$ cat config.mk
export PLATFORM = sky130hd
export DESIGN_NAME = ms_stopwatch
export DESIGN_NICKNAME = d
export VERILOG_FILES = /design/src/rtl/ms_stopwatch.sv
export SDC_FILE = /design/constraint.sdc
export NUM_CORES = 1
export LEC_CHECK = 0
export ABC_AREA = 0
export BUFFER_PORTS_ARGS = -buffer_cell sky130_fd_sc_hd__buf_2
export CAP_MARGIN = 0
export CORE_ASPECT_RATIO = 0.7
export CORE_MARGIN = 5
export CORE_UTILIZATION = 45
export DETAILED_ROUTE_END_ITERATION = 10
export GPL_ROUTABILITY_DRIVEN = 0
export PLACE_DENSITY_LB_ADDON = 0.1
export SLEW_MARGIN = 20
export SYNTH_ARGS = -nofsm -noshare
export SYNTH_HDL_FRONTEND = slang
export SYNTH_SLANG_ARGS = --single-unit
$ cat constraint.sdc
create_clock -name clk -period 2.85 [get_ports clk]
set_input_delay 0.285 -clock clk [delete_from_list [all_inputs] [get_ports clk]]
set_output_delay 0.285 -clock clk [all_outputs]
set_load 0.03 [all_outputs]
$ cat src/rtl/ms_stopwatch.sv
// ms_stopwatch: measures elapsed ms between start and stop pulses by counting clk1kHz rising edges.
// Define MS_STOPWATCH_SYNC_EN to pass clk1kHz through a 2-flop synchronizer first.
module ms_stopwatch #(
  parameter int WIDTH = 10
) (
  input  logic             clk,
  input  logic             nReset,
  input  logic             clk1kHz,
  input  logic             start,
  input  logic             stop,
  output logic [WIDTH-1:0] elapsedMs,
  output logic             valid,
  output logic             busy,
  output logic             overflow
);
  localparam logic [0:0] IDLE = 1'b0;
  localparam logic [0:0] RUN  = 1'b1;
  logic [0:0]       state;
  logic [WIDTH-1:0] count;
  logic [WIDTH-1:0] nextCount;
  logic             satFlag;
  logic             tickPrev;
  logic             s;
  logic             tick;
  logic             atMax;
`ifdef MS_STOPWATCH_SYNC_EN
  logic [1:0] syncFf;
  always_ff @(posedge clk or negedge nReset)
    if (!nReset) syncFf <= '0;
    else syncFf <= {syncFf[0], clk1kHz};
  assign s = syncFf[1];
`else
  assign s = clk1kHz;
`endif
  assign tick      = s & ~tickPrev;
  assign atMax     = &count;
  assign nextCount = count + {{(WIDTH-1){1'b0}}, tick & ~atMax};
  assign busy      = state == RUN;
  always_ff @(posedge clk or negedge nReset) begin
    if (!nReset) begin
      state     <= IDLE;
      count     <= '0;
      satFlag   <= 1'b0;
      tickPrev  <= 1'b0;
      elapsedMs <= '0;
      valid     <= 1'b0;
      overflow  <= 1'b0;
    end else begin
      tickPrev <= s;
      valid    <= 1'b0;
      if (state == IDLE) begin
        if (start) begin
          state   <= RUN;
          count   <= '0;
          satFlag <= 1'b0;
        end
      end else if (stop) begin
        // a tick landing on the stop cycle still counts toward the capture
        elapsedMs <= nextCount;
        overflow  <= satFlag | (tick & atMax);
        valid     <= 1'b1;
        count     <= '0;
        satFlag   <= 1'b0;
        state     <= start ? RUN : IDLE;
      end else if (start) begin
        count   <= '0;
        satFlag <= 1'b0;
      end else if (tick) begin
        if (atMax) satFlag <= 1'b1;
        else count <= count + 1'b1;
      end
    end
  end
endmodule

=== Word-level counts from Yosys, hierarchy flattened ===
Index checks and enable logic that the tools add are counted.

* Reduce and logical (&&, ||, !) cells: 7
* Bitwise operators: 6
* Equality and inequality tests: 1
* Muxes and demuxes: 17
* Add/sub/neg operators: 2

{| class="wikitable"
|+ Operators by type and width
! operator !! count
|-
| $mux W10 || 6
|-
| $mux W1 || 11
|-
| $add A10 B1 Y10 || 1
|-
| $add A10 B1 Y10 const B || 1
|-
| $reduce_and A10 Y1 || 1
|-
| $reduce_and A3 Y1 || 2
|-
| $reduce_bool A3 Y1 || 2
|-
| $and A1 B1 Y1 || 3
|-
| $ne A3 B3 Y1 const B || 1
|-
| $not A1 Y1 || 2
|-
| $reduce_and A2 Y1 || 1
|-
| $reduce_bool A2 Y1 || 1
|-
| $or A1 B1 Y1 || 1
|}

* Input bits: 5
* Word-level logic and storage cells: 40
* Flip-flop bits (word level): 25

=== Longest topological paths before layout ===
Gate-level depths: netlist of run 1.

* Depth after elaboration: 6
* Depth in mapped cells: 10

=== Least setup slack after synthesis of run 1 ===
OpenSTA, ideal clock, no wires.

* Kind: reg2reg
* Start point: register count[1]
* End point: register elapsedMs[8]
* Stages on the path, launching flop included: 11
* Data required time: 2.720 ns
* Buffers on the path: 0
* Setup slack: 0.773 ns
* Arrival time: 1.947 ns
* Cells stage by stage: dfrtp_1 ha_1 nand3_1 nor3_2 nor2_1 ha_1 ha_1 nand3_1 nor2_1 xnor2_1 o21ai_0

* Longest elaborated chain between the ends: 4

{| class="wikitable"
|+ RTL lines
! what !! RTL line !! text
|-
| start, declared || 19 || <nowiki>logic [WIDTH-1:0] count;</nowiki>
|-
| start signal, assigned || 70 || <nowiki>else count <= count + 1'b1;</nowiki>
|-
| $reduce_and A10 Y1 || 36 || <nowiki>assign atMax = &count;</nowiki>
|-
| $not A1 Y1 || 37 || <nowiki>assign nextCount = count + {{(WIDTH-1){1'b0}}, tick & ~atMax};</nowiki>
|-
| $and A1 B1 Y1 || 37 ||
|-
| $add A10 B1 Y10 * || 37 ||
|-
| end signal, assigned || 59 || <nowiki>elapsedMs <= nextCount;</nowiki>
|-
| end, declared || 11 || <nowiki>output logic [WIDTH-1:0] elapsedMs,</nowiki>
|}

Every way passes the cells marked *; elsewhere a longest branch is shown, timed or not.
A chain may end at the register's enable or synchronous reset.

=== Final worst setup path of run 1 ===
Ends and elaborated chain as after synthesis.

==> run summary, run 1 <==
outcome: finished, final reports clean
IO buf count: 17
end-of-flow core utilization: 52.2%
critical path cell sequence: ha_1, nand3_1, nor3_2, nor2_1, ha_1, ha_1, nand3_1, nor2_1, xnor2_1, o21ai_0
final hold violation count: 0
data required time of the critical path: 2.99 ns
clk_lat worst skew: 0.27 ns
leading cell types by count after synthesis: dfrtp_1, nand2_1, o21ai_0, inv_1, nand3_1
RSZ-0062 raised after global routing: false
overall via count from detail_route: 1032
Net Count, Synth: 141
met1 demand-to-capacity share in global routing: 20.4%
most repeated cell in the gate-level netlist after synthesis: dfrtp_1
wire length of the first global-routing pass: 4370 um
number of setup violations in the final report: 0
cell with the largest stage delay on the worst path: dfrtp_1
clk_skew: 0.00299 ns
VDD IR max: 0.000277 V
final antenna-violating net count: 0
Placeable Area: 2800 um^2
Seq/Total Area, Yosys: 47.5%
count of standard-cell rows: 16
buffers from clock root to sink, at most: 2
setup slack on the worst flop-to-flop path: 0.43 ns
Vias per Instance: 5.52
number of synthesized flops with an enable pin: 0
portion of the clock cycle consumed by the worst path in the final layout: 84.9%
sum of overflow across all layers after global routing: 0
First-pass DRT Iterations: 4
Cell Count Post-Placement: 183
TritonCTS clock tree: done
vias in the first global route: 886
non-filler cells in the finished layout: 187
WL/cell: 14.4 um
highest fanout seen on the critical path: 6
post-synthesis average cell area: 9.91 um^2
arrival time of data at the critical path endpoint: 2.56 ns
CP top delay family: simple AND/OR/NAND/NOR gates
Clock Root Buffer: clkbuf_8
cell mode on critical path: ha_1
Total Nets Final: 160
startpoint type of the worst setup path: flip-flop
Top FF cell, synth: dfrtp_1
die footprint: 4130 um^2
clock-pin slew reported for the worst setup and hold paths after clock tree synthesis: 0.09 ns
Ys Warns: 0
Async S/R FF share, synth: 100%
number of I/O pins: 18
number of buffers inserted for hold repair after clock tree synthesis: 0
TritonCTS Buffers: 3
global-route usage over all layers: 13.6%
class of the most critical setup path: flip-flop to flip-flop
total power per unit cell area: 438 nW/um^2
total buffers and inverters traversed by the critical path: 0
PostCTS Resize Cnt: 0
Synth top area share: 47.5%
total wire length: 2690 um
cells taking the most area after synthesis: dfrtp_1, nand2_1, o21ai_0, xnor2_1, a31oi_1
count of maximum capacitance violations: 0
relative slew slack: 62.1%
kind of end point of the critical path: flip-flop
area added between synthesis and finish: 11.1%
clock net sink count: 25
flops & latches, synth: 25
post-route minimum period: 2.42 ns
largest net degree at the start of global routing: 26
initial core utilization: 47.0%
global routing usage on met2: 19.4%
level count of the clock H-tree: 1
capturing point of the worst reg2reg path: elapsedMs[8]$_DFFE_PN0P_
summed negative setup slack over all endpoints: 0 ns
number of distinct library cell variants in the gate-level netlist after synthesis: 36
half-perimeter wire length after placement: 2020 um
fraction of final layout cells sized beyond drive strength 1: 22.5%
slowest cell delay on critical path: 0.47 ns
max-slew violations: 0
DRC marker count from the first detailed-route iteration: 82
critical register-to-register path startpoint: count[1]$_DFFE_PN0P_
Leakage: 0.000652 uW
Chip Height: 55.3 um
met3 usage: 3.80%
biggest area consumer among synthesized cells: dfrtp_1
number of antenna violations at the first check in global routing: 0
kind of path behind the tightest hold check: input pin to async pin
post-CTS setup buffer count: 0
total DRC errors in the routed layout: 0
actual slew at the worst max-slew pin: 0.568 ns
antenna diode count: 0
gate count after technology mapping: 133
die extent in x: 74.7 um
grt peak-use layer: met1
path depth of the worst reg2reg path: 10
fmax: 0.413 GHz
area of the mapped netlist: 1320 um^2
-- cell type report --
type	instances	area (um^2)
clock inverters	1	5.00
flip-flops and latches	25	626
repair buffers	18	92.6
multi-input cells	97	628
well taps	36	45.0
clock buffers	3	41.3
fillers	263	1340
inverters	7	26.3
-- logic make-up (layout without fill, tap and decap cells) --
logic type               count (synthesis)  in the layout  synth area share, %
AND/OR/NAND/NOR                         49             49                 20.3
AO/OA/AOI/OAI                           35             35                 17.4
flip-flops                              25             25                 47.5
buffers and inverters                   11             29                 4.84
XOR/XNOR                                 7              7                 4.65
adder cells (fa/ha/maj)                  3              3                 2.85
multiplexers                             3              3                 2.47
-- metal layers --
layer / vias up / routed length (um)
met5: - / 0
met4: 0 / 19
met3: 2 / 156
met2: 29 / 1190
met1: 480 / 1320
li1: 521 / -
-- flip-flops by register name (all words and copies together) (netlist names) --
register and flops:
elapsedMs 10, valid 1, overflow 1, count 10, busy 1, satFlag 1
tickPrev 1
-- worst register-to-register path, delay by kind of cell, from the launching register on --
family / cells / cell delay, ns
AOI/OAI and AO/OA: 1 / 0.08
xor gates and xnor gates: 1 / 0.13
adders and majority gates: 3 / 0.70
DFF: 1 / 0.47
and+or+nand+nor: 5 / 0.91
-- through the flow --
step | hold slack [ns] | total power, uW | setup slack [ns] | area (um^2)
2_1_floorplan | -0.0106 | 415 | 0.773 | 1320
6_report | 0.00146 | 641 | 0.430 | 1460
3_3_place_gp | 0.306 | 440 | 0.636 | 1420
4_1_cts | 0.0154 | 651 | 0.451 | 1460
5_1_grt | 0.0411 | 672 | 0.240 | 1460
3_5_place_dp | 0.311 | 441 | 0.470 | 1420
-- cells in the final DEF, fill, tap and decap left out, types with 2 or more instances in the layout --
cell,instances
dfrtp_1,25
nand2_1,18
buf_2,17
o21ai_0,13
nand3_1,7
inv_1,7
a31oi_1,6
nor2_1,5
xnor2_1,5
a21oi_1,5
o211ai_1,3
nor3_1,3
ha_1,3
clkbuf_8,3
nand2b_1,2
xor2_1,2
mux2_2,2
nor4_1,2
a41oi_1,2
or4_1,2
o21a_1,2
-- worst max path at each step --
| stage | startpoint | endpoint | slack, ns | cells after the start |
|---|---|---|---|---|
| 3_3_place_gp | count[1]$_DFFE_PN0P_ | elapsedMs[8]$_DFFE_PN0P_ | 0.64 | 10 |
| 3_5_place_dp | count[1]$_DFFE_PN0P_ | elapsedMs[8]$_DFFE_PN0P_ | 0.47 | 10 |
| 4_1_cts | count[1]$_DFFE_PN0P_ | elapsedMs[8]$_DFFE_PN0P_ | 0.45 | 10 |
| 6_report | count[1]$_DFFE_PN0P_ | elapsedMs[8]$_DFFE_PN0P_ | 0.43 | 10 |
| 2_1_floorplan | count[1]$_DFFE_PN0P_ | elapsedMs[8]$_DFFE_PN0P_ | 0.77 | 10 |
| 5_1_grt | count[1]$_DFFE_PN0P_ | elapsedMs[8]$_DFFE_PN0P_ | 0.24 | 10 |
-- power breakdown --
part           total, uW  internal [uW]  switching (uW)
clock network        209           97.8             111
registers            368            363            5.61
logic               64.6           17.7            47.0
Note: power is estimated with default switching activity, not from simulation.
==> run 2, diff against run 1 <==
- clock period: 2.85 -> 2.2 ns (I/O delays scaled with it)
==> run summary, run 2 (synthesis gave the netlist of run 1 again) <==
kind of path behind the tightest hold check: input pin to flip-flop
Clock Root Buffer: clkbuf_8
share of power burned in combinational logic: 10.7%
largest net degree at the start of global routing: 26
relative slew slack: 62.7%
highest metal layer used by the detailed router: met4
kind of end point of the critical path: flip-flop
Leakage: 0.000697 uW
number of antenna violations at the first check in global routing: 0
sum of overflow across all layers after global routing: 0
half-perimeter wire length after placement: 2120 um
clk_skew: 0.00836 ns
startpoint type of the worst setup path: flip-flop
clock net sink count: 25
buffers from clock root to sink, at most: 2
count of standard-cell rows: 16
wire length of the first global-routing pass: 4990 um
setup slack on the worst flop-to-flop path: 0.14 ns
class of the most critical setup path: flip-flop to flip-flop
proportion of power drawn by flip-flops and latches: 55.8%
initial core utilization: 47.0%
WL/cell: 14.2 um
VDD IR max: 0.000372 V
TritonCTS Buffers: 3
clock-pin slew reported for the worst setup and hold paths after clock tree synthesis: 0.09 ns
number of setup violations in the final report: 0
vias in the first global route: 1080
First-pass DRT Iterations: 4
Net Sw Power: 225 uW
portion of the clock cycle consumed by the worst path in the final layout: 93.6%
fmax: 0.486 GHz
arrival time of data at the critical path endpoint: 2.27 ns
TritonCTS clock tree: done
power after layout: 852 uW
sw frac: 26.4%
most common cell after layout, fill and taps aside: dfrtp_1
Placeable Area: 2800 um^2
Chip Height: 55.3 um
final hold violation count: 0
actual slew at the worst max-slew pin: 0.559 ns
met3 WL: 146 um
fraction of final layout cells sized beyond drive strength 1: 28.4%
length of routed met2 wiring: 1250 um
total wire length: 2800 um
DRC marker count from the first detailed-route iteration: 44
largest registers in the final layout: count: 10 flops, elapsedMs: 10 flops
die extent in x: 74.7 um
outcome: finished, final reports clean
total DRC errors in the routed layout: 0
final antenna-violating net count: 0
IO buf count: 17
total internal power: 627 uW
area added between synthesis and finish: 18.1%
clock network fraction of total power: 33.5%
clk_lat worst skew: 0.28 ns
overall via count from detail_route: 1053
number of I/O pins: 18
post-route minimum period: 2.06 ns
data required time of the critical path: 2.41 ns
worst hold slack across all endpoints: 0.0773 ns
Total Nets Final: 171
highest fanout seen on the critical path: 4
count of maximum capacitance violations: 0
Vias per Instance: 5.32
level count of the clock H-tree: 1
max-slew violations: 0
global-route usage over all layers: 15.4%
die footprint: 4130 um^2
M1 wire length: 1380 um
highest-count cells in the layout ignoring fill and taps: dfrtp_1, nand2_1, buf_2
total power per unit cell area: 547 nW/um^2
antenna diode count: 0
-- run 2: changes by cell type in the layout (fill, tap and decap cells not counted), sizes merged --
cell,previous run,this run
buf,18,28
dlygate4sd3,0,1
clkinv,1,0
clkinvlp,0,1
-- run 2: cell type report --
class / count / area [um^2]
Inverter: 7 / 26.3
Clock inverter: 1 / 7.51
Clock buffer: 3 / 41.3
Tap cell: 36 / 45.0
Timing Repair Buffer: 29 / 178
Fill cell: 264 / 1250
Sequential cell: 25 / 626
Multi-Input combinational cell: 97 / 633
-- run 2: metal layers --
layer  track usage, %  vias to the layer above
met5                0                        -
met4             3.05                        0
met3             4.35                        3
met2             24.4                       19
met1             20.9                      494
li1                 -                      537
-- run 2: timing repair --
item                                   CTS  global route
endpoints found under the hold margin   25             0
gates resized for setup                  0             2
hold buffers                             1             0
setup endpoints to repair                0             1
buffers inserted                         0             0
-- run 2: power groups by stage --
stage | registers, uW | clock network, uW | logic, uW
floorplan | 503 | 0 | 33.9
global placement | 484 | 0 | 89.9
detailed placement | 485 | 0 | 90.7
CTS | 476 | 303 | 92.2
global route | 477 | 326 | 102
finish | 476 | 285 | 90.7
-- run 2: worst max-delay path, cell delays in order, from the launching register on --
cell,delay (ns)
dfrtp_1,0.39
ha_1,0.25
nand3_1,0.13
nor3_2,0.06
nor2_1,0.10
ha_2,0.20
ha_2,0.20
nand3_1,0.09
or3_2,0.41
a31oi_1,0.16
-- run 2: worst paths after layout --
kind | endpoint | cells after the start | start
worst max-delay path | elapsedMs[6]$_DFFE_PN0P_ | 9 | count[0]$_DFFE_PN0P_
worst min-delay path | tickPrev$_DFF_PN0_ | 1 | clk1kHz
worst max register to register | elapsedMs[6]$_DFFE_PN0P_ | 9 | count[0]$_DFFE_PN0P_
worst min register to register | elapsedMs[8]$_DFFE_PN0P_ | 2 | elapsedMs[8]$_DFFE_PN0P_
max in group asynchronous | elapsedMs[0]$_DFFE_PN0P_ | 2 | nReset
min in group asynchronous | satFlag$_DFFE_PN0P_ | 2 | nReset
-- run 2: through the flow --
stage	area (um^2)	worst slack (ns)	utilization, %	TNS, ns	cells
finish	1560	0.140	55.5	0	198
global route	1560	-0.000316	55.5	-0.000316	198
CTS	1550	0.152	55.4	0	198
detailed placement	1490	0.164	53.3	0	193
global placement	1490	0.241	53.3	0	193
floorplan	1320	0.123	-	0	133
==> run 3, diff against run 2 <==
- ABC_AREA: 0 -> 1
- REMOVE_ABC_BUFFERS: default -> 1
==> run summary, run 3 <==
outcome: finished, final reports clean
gate count after technology mapping: 181
Chip Height: 56.5 um
antenna diode count: 0
total DRC errors in the routed layout: 0
power after layout: 890 uW
final hold violation count: 0
flops & latches, synth: 25
Synth top area share: 45.0%
cells taking the most area after synthesis: dfrtp_1, nand2_1, nor2_1, o21ai_0, inv_1
relative slew slack: 61.9%
clock-pin slew reported for the worst setup and hold paths after clock tree synthesis: 0.10 ns
die extent in x: 76.5 um
IO buf count: 17
area of the mapped netlist: 1390 um^2
critical register-to-register path startpoint: count[0]$_DFFE_PN0P_
most common cell after layout, fill and taps aside: nand2_1
post-route minimum period: 2.05 ns
fraction of the mapped netlist area in adder cells: 2.70%
clock net sink count: 25
max-slew violations: 0
WL/cell: 12.4 um
post-placement setup slack: 0.0707 ns
CP top delay family: simple AND/OR/NAND/NOR gates
complex-gate fraction of the synthesized area: 7.91%
biggest area consumer among synthesized cells: dfrtp_1
DRC marker count from the first detailed-route iteration: 59
post-synthesis average cell area: 7.69 um^2
global-route usage over all layers: 14.8%
setup slack on the worst flop-to-flop path: 0.15 ns
Ys Warns: 0
critical path cell sequence: ha_2, nand2_2, nor2_4, nand3_4, nand2_4, inv_1, ha_1, ha_1, nand2_2, nor2_4, nand2_1, xor2_1, o21ai_1
depth of the worst hold-timing path: 1
buffers from clock root to sink, at most: 2
fraction of the mapped netlist area in simple logic gates: 37.2%
total buffers and inverters traversed by the critical path: 1
number of synthesized flops with an enable pin: 0
Clock Root Buffer: clkbuf_8
data required time of the critical path: 2.37 ns
total wire length: 3030 um
kind of path behind the tightest hold check: input pin to flip-flop
largest registers in the final layout: count: 10 flops, elapsedMs: 10 flops
leading cell types by count after synthesis: nand2_1, dfrtp_1, nor2_1, inv_1, o21ai_0
fill cell instance count of the final layout: 286
Total Nets Final: 218
Vias per Instance: 4.98
number of antenna violations at the first check in global routing: 0
number of setup violations in the final report: 0
startpoint type of the worst setup path: flip-flop
area added between synthesis and finish: 18.2%
grt peak-use layer: met1
portion of the clock cycle consumed by the worst path in the final layout: 93.1%
die footprint: 4320 um^2
kind of end point of the critical path: flip-flop
worst hold slack across all endpoints: 0.0580 ns
clk_lat worst skew: 0.28 ns
number of I/O pins: 18
mux share of post-synthesis cell area: 0%
capturing point of the worst reg2reg path: elapsedMs[8]$_DFFE_PN0P_
synthesized-area fraction occupied by xor and xnor cells: 2.52%
highest-count cells in the layout ignoring fill and taps: nand2_1, dfrtp_1, nor2_1
largest net degree at the start of global routing: 26
path depth of the worst reg2reg path: 13
met3 usage: 3.83%
level count of the clock H-tree: 1
overall via count from detail_route: 1219
clk_skew: 0.00545 ns
slowest cell delay on critical path: 0.42 ns
global routing usage on met2: 21.0%
VDD IR max: 0.000411 V
count of standard-cell rows: 16
sum of overflow across all layers after global routing: 0
vias in the first global route: 1097
summed negative setup slack over all endpoints: 0 ns
TritonCTS clock tree: done
highest fanout seen on the critical path: 5
final antenna-violating net count: 0
half-perimeter wire length after placement: 2170 um
first element of the critical path: count[0]$_DFFE_PN0P_
Top FF cell, synth: dfrtp_1
Placeable Area: 2880 um^2
wire length of the first global-routing pass: 5290 um
Async S/R FF share, synth: 100%
met1 demand-to-capacity share in global routing: 22.8%
Min-Delay Endpoint: tickPrev$_DFF_PN0_
worst-case setup margin in the final layout: 0.151 ns
arrival time of data at the critical path endpoint: 2.22 ns
Leakage: 0.000834 uW
TritonCTS Buffers: 3
fraction of final layout cells sized beyond drive strength 1: 21.1%
most repeated cell in the gate-level netlist after synthesis: nand2_1
Seq/Total Area, Yosys: 45.0%
fmax: 0.488 GHz
count of maximum capacitance violations: 0
actual slew at the worst max-slew pin: 0.571 ns
First-pass DRT Iterations: 4
largest family of logic cells by synthesized area: simple AND/OR/NAND/NOR gates
Worst Min Path Start: clk1kHz
initial core utilization: 48.3%
number of distinct library cell variants in the gate-level netlist after synthesis: 25
total power per unit cell area: 542 nW/um^2
cell with the largest stage delay on the worst path: dfrtp_1
class of the most critical setup path: flip-flop to flip-flop
[run 3: cell type report]
type	instances	area (um^2)	share of cell area, %
Multi-Input combinational cell	139	713	43.4
Sequential cell	25	626	38.1
Timing Repair Buffer	26	155	9.44
Inverter	15	56.3	3.42
Tap cell	36	45.0	2.74
Clock buffer	3	41.3	2.51
Clock inverter	1	7.51	0.457
[run 3: worst max-delay path by stage]
| stage | end | slack (ns) | cells past startpoint |
|---|---|---|---|
| 6_report | elapsedMs[8]$_DFFE_PN0P_ | 0.15 | 13 |
| 3_5_place_dp | elapsedMs[6]$_DFFE_PN0P_ | 0.07 | 13 |
| 5_1_grt | elapsedMs[8]$_DFFE_PN0P_ | -0.01 | 13 |
| 2_1_floorplan | elapsedMs[8]$_DFFE_PN0P_ | 0.25 | 13 |
| 4_1_cts | elapsedMs[8]$_DFFE_PN0P_ | 0.06 | 13 |
| 3_3_place_gp | elapsedMs[8]$_DFFE_PN0P_ | 0.16 | 13 |
[run 3: per-stage QoR]
step	instance area [um^2]	std cells	utilization, %
after floorplan	1380	179	-
after global placement	1540	235	53.3
after detailed placement	1540	235	53.3
after CTS	1590	240	55.3
after global routing	1640	245	57.0
final	1640	245	57.0
[run 3: worst reg2reg max path: cells and delay by family (launching register included)]
| family | cells | cell delay [ns] |
|---|---|---|
| adder cells (fa/ha/maj) | 3 | 0.61 |
| XOR/XNOR | 1 | 0.14 |
| AND/OR/NAND/NOR | 7 | 0.66 |
| AO/OA/AOI/OAI | 1 | 0.07 |
| flip-flops | 1 | 0.42 |
| buffers and inverters | 1 | 0.05 |
[run 3: cell families after synthesis]
kind of cell	count (synthesis)
AO/OA/AOI/OAI	21
AND/OR/NAND/NOR	111
adder cells (fa/ha/maj)	3
XOR/XNOR	4
flip-flops	25
buffers and inverters	17
[run 3: repair_timing]
action                     CTS  global route
buffers inserted             0             5
setup endpoints to repair    0             3
gates resized for setup      0             4
hold buffers                 1             0
hold endpoints to repair    25             0
[run 3: routing by layer]
metal,vias up,wire length (um)
met3,4,208
met4,0,24
li1,631,-
met1,551,1490
met2,33,1300
met5,-,0
[run 3: where the power goes]
part	internal, uW	switching [uW]	leakage [uW]
combinational	35.5	83.8	0.000476
sequential	474	8.61	0.000337
clock	129	160	0.0000217
total	638	252	0.000834
